[config.mk]
export PLATFORM = sky130hd
export DESIGN_NAME = enc_8x3_q
export DESIGN_NICKNAME = d
export VERILOG_FILES = /design/src/rtl/enc_8x3_q.sv
export SDC_FILE = /design/constraint.sdc
export NUM_CORES = 1
export LEC_CHECK = 0
export CAP_MARGIN = 25
export CORE_MARGIN = 8
export CORE_UTILIZATION = 43
export CTS_CLUSTER_SIZE = 20
export DETAILED_ROUTE_END_ITERATION = 8
export GPL_TIMING_DRIVEN = 0
export HOLD_SLACK_MARGIN = 0.08
export PLACE_DENSITY = 0.69
export SKIP_LAST_GASP = 1
export SYNTH_ARGS = -nofsm -noshare
export SYNTH_HDL_FRONTEND = slang
export SYNTH_SLANG_ARGS = --single-unit
[constraint.sdc]
create_clock -name clk -period 1.24 [get_ports clk]
set_input_delay 0.31 -clock clk [delete_from_list [all_inputs] [get_ports clk]]
set_output_delay 0.31 -clock clk [all_outputs]
set_load 0.01 [all_outputs]
[src/rtl/enc_8x3_q.sv]
// enc_8x3_q: queued 8-to-3 priority encoder with falling-edge capture.
// Pending requests are emitted highest-index first over valid/ready.
//
// Ports:
//   clk    in  1  rising-edge clock
//   rst_n  in  1  async active-low reset
//   req_n  in  8  active-low request lines (1->0 edge = event)
//   en_n   in  1  active-low capture enable
//   code   out 3  index of presented request
//   valid  out 1  code is valid
//   ready  in  1  consumer accepts on valid&ready
//   gs_n   out 1  low while anything is pending or presented
//   ovf    out 1  sticky duplicate-event flag (ENC_8X3_OVF_EN only)
//
// Build option: define ENC_8X3_OVF_EN to add the ovf port/register.

module enc_8x3_q (
   input  logic       clk,
   input  logic       rst_n,
   input  logic [7:0] req_n,
   input  logic       en_n,
   output logic [2:0] code,
   output logic       valid,
   input  logic       ready,
   output logic       gs_n
`ifdef ENC_8X3_OVF_EN
   ,
   output logic       ovf
`endif
);

   typedef enum logic {
      S_IDLE,
      S_OUT
   } state_e;

   state_e     state_q;
   logic [7:0] prev_q;
   logic [7:0] pending_q;
   logic [7:0] pending_d;
   logic [2:0] code_q;
   logic       valid_q;

   logic [7:0] ev;
   logic [2:0] hi_idx;
   logic       take;
   logic [7:0] load_mask;

   // Highest set bit wins; later iterations override earlier ones.
   function automatic logic [2:0] hi_idx_f(input logic [7:0] v);
      hi_idx_f = 3'd0;
      for (int i = 0; i < 8; i++) begin
         if (v[i]) hi_idx_f = 3'(i);
      end
   endfunction

   always_comb begin
      ev        = en_n ? 8'h00 : (prev_q & ~req_n);
      hi_idx    = hi_idx_f(pending_q);
      // Load from registered pending only; ready is ignored in IDLE.
      take      = (pending_q != 8'h00) &&
                  ((state_q == S_IDLE) || ready);
      load_mask = take ? (8'd1 << hi_idx) : 8'h00;
      // A fresh event on a bit being loaded keeps it pending.
      pending_d = (pending_q & ~load_mask) | ev;
   end

   always_ff @(posedge clk or negedge rst_n) begin
      if (!rst_n) begin
         state_q   <= S_IDLE;
         prev_q    <= 8'hFF;
         pending_q <= 8'h00;
         code_q    <= 3'd0;
         valid_q   <= 1'b0;
      end else begin
         prev_q    <= req_n;
         pending_q <= pending_d;
         unique case (state_q)
            S_IDLE: begin
               if (take) begin
                  code_q  <= hi_idx;
                  valid_q <= 1'b1;
                  state_q <= S_OUT;
               end
            end
            S_OUT: begin
               if (ready) begin
                  if (take) begin
                     code_q <= hi_idx;
                  end else begin
                     valid_q <= 1'b0;
                     state_q <= S_IDLE;
                  end
               end
            end
            default: begin
               valid_q <= 1'b0;
               state_q <= S_IDLE;
            end
         endcase
      end
   end

   assign code  = code_q;
   assign valid = valid_q;
   assign gs_n  = ~((|pending_q) | valid_q);

`ifdef ENC_8X3_OVF_EN
   logic ovf_q;
   logic ovf_set;

   // Duplicate event on a bit still waiting (not leaving this cycle).
   assign ovf_set = |(ev & pending_q & ~load_mask);

   always_ff @(posedge clk or negedge rst_n) begin
      if (!rst_n) begin
         ovf_q <= 1'b0;
      end else if (ovf_set) begin
         ovf_q <= 1'b1;
      end
   end

   assign ovf = ovf_q;
`endif

endmodule

==> run metrics <==
Post-Route WL 1660 µm; # IOs 17; Final #Nets 118; number of core rows 16; RSZ-0062 raised after global routing true; Hold Path Class in2async; Clk pin slew, worst setup/hold paths 0.11 ns; Clock power frac 18.3%; Avg Cell Area, Syn 10.8 µm²; Setup crit end kind output port; post-synthesis register bit count 21; Tmin final 1.70 ns; n_diodes 0; met3 Use GR 2.80%; DPL Wire Length 1140 µm; # fillers 177; final setup TNS -1.11 ns; Logic pwr share 27.9%; CTS tree done; Mapped Area 835 µm²; initial antenna violation count 0; placer congestion estimate 0.730; Net Switching 527 µW; Internal Power 1.18 mW; layout cells sized above 1 38.1%; Sink Count 21; Starting Density 43.9%; CP Max Fanout 3; worst slew pin tran 0.875 ns; leading area contributor after synthesis dfrtp_1; Synth area leaders dfrtp_1 (39%), dfstp_2 (25%), nor2_1 (6.7%); vias after detailed routing 641; Highest Clock Rate 0.589 GHz; vias per cell 4.86; Post-CTS Hold Buffers 0; busiest grt layer met2; final setup vio count 8; peak supply drop 799 µV; Clk Latency, worst-skew pair 0.30 ns; Seq/Total Area, Yosys 64.2%; most frequent cells in the layout nand2_1 (13), nor2_1 (10), dfrtp_1 (10); Cells after Synth 77; GR Util met1 11.2%; Slew Limit Headroom 41.6%; Worst Path Required 0.93 ns; remaining global-route overflow 0; Crit Path Class reg2out; Clock Path Buffers 2; syn nets 89; DIE AREA 3610 µm²; Routed Antenna Nets 0; GR Util All Layers 9.91%; Core Area 1900 µm²; CTS root buf clkbuf_4; register share of total power 53.8%; Sw Ratio 30.9%; final-report hold violation count 0; Crit path arrival time 1.39 ns; TritonCTS buffer count 3; Die Wd 60.1 µm; first-pass GRT wire length 2720 µm; Pre-Repair DR Iteration Count 2; area delta synth->final 38.8%; synth warn 0; vias in the first global route 676; cell area power density 1470 nW/µm²; Die H 60.1 µm; largest net degree at the start of global routing 22; Synth top area share 39.0%; skew final 0.00911 ns; most common cell after layout, fill and taps aside nand2_1; Setup crit start kind flop; Leak 0.496 nW; Multi-input gate area 342 µm²; final max-slew violation count 0; Total Power 1.71 mW; synth unique cells 20; Max Cap Viol 0; status finished with violations; sequential cell area 539 µm²; drc violations 0; Initial DRC Count 3; met2 Usage GRT 16.0%; PnR worst setup slack -0.459 ns; H-tree depth 1; Port Buffers 15; WL per Instance 12.6 µm; failing checks negative setup slack; final period utilization 137%
## repair_timing
action                                  4_1_cts  5_1_grt
setup buffers                                 6        4
resized for setup                            24       16
pin swaps                                     9        8
endpoints found under the setup margin       12       26
hold endpoints to repair                      0        0
## cell usage after synthesis
library cell and n:
a21oi_1 4, a221o_1 1, a221oi_1 1, a22o_1 4, a31oi_1 1, and2b_1 1, clkbuf_1 1, dfrtp_1 13
dfstp_2 8, inv_1 2, nand2_1 13, nand2b_1 1, nand3_1 1, nand4b_1 1, nor2_1 15, nor2b_1 1
nor4_2 1, nor4_4 1, o21ai_0 5, o21ai_1 2
## final timing paths
path / startpoint / endpoint / slack [ns] / depth (start not counted)
max in group asynchronous: rst_n / pending_q[5]$_DFF_PN0_ / 0.53 / 1
worst min register to register: state_q$_DFF_PN0_ / valid$_DFFE_PN0P_ / 0.47 / 1
worst min-delay path: rst_n / code[2]$_DFFE_PN0P_ / 0.10 / 1
min in group clk: ready / valid$_DFFE_PN0P_ / 0.40 / 4
worst max-delay path: pending_q[2]$_DFF_PN0_ / gs_n / -0.46 / 4
worst max register to register: pending_q[6]$_DFF_PN0_ / pending_q[2]$_DFF_PN0_ / -0.20 / 5
## metrics by stage
step	utilization, %	instances	worst slack (ns)	hold WS [ns]	instance area [µm²]
6_report	60.9	132	-0.459	0.104	1160
5_1_grt	60.9	132	-0.575	0.186	1160
4_1_cts	59.0	129	-0.465	0.416	1120
3_5_place_dp	54.1	119	-0.671	0.445	1030
3_3_place_gp	54.1	119	-0.635	0.427	1030
2_1_floorplan	-	77	-0.0818	0.0144	846
## registers in the layout, indices dropped and copies added (netlist names)
| register | cells |
|---|---|
| pending_q | 8 |
| valid | 1 |
| state_q | 1 |
| code | 3 |
| prev_q | 8 |
## layer usage
metal / part of all wire [%] / wire (µm) / vias to the layer above
li1: - / - / 327
met1: 46 / 771 / 298
met2: 49 / 809 / 14
met3: 3.9 / 64 / 2
met4: 0.78 / 13 / 0
met5: 0 / 0 / -
## layout make-up
type / instances / share of cell area [%]
Timing Repair Buffer: 24 / 17.7
Sequential cell: 21 / 46.5
Multi-Input combinational cell: 53 / 29.5
Clock inverter: 1 / 0.432
Tap cell: 27 / 2.92
Buffer: 1 / 0.324
Clock buffer: 3 / 1.94
Inverter: 2 / 0.648
## critical path: stages, from the launching register on
cell and delay [ns]:
dfrtp_2 0.45, nor4_4 0.29, nand2_1 0.10, nor2_2 0.11, buf_2 0.14
## kinds of logic after synthesis
kind of cell,count (synthesis),share of synthesized area (%)
buf+inv,3,1.35
simple gates,35,20.7
flops,21,64.2
compound gates,18,13.8
## power by group through the flow
stage	clock network, mW	registers [mW]	logic (mW)
2_1_floorplan	0	0.935	0.180
3_3_place_gp	0	0.932	0.351
3_5_place_dp	0	0.939	0.360
4_1_cts	0.327	0.920	0.406
5_1_grt	0.357	0.929	0.526
6_report	0.312	0.918	0.476
No activity file was read; power rests on OpenSTA's default activity.
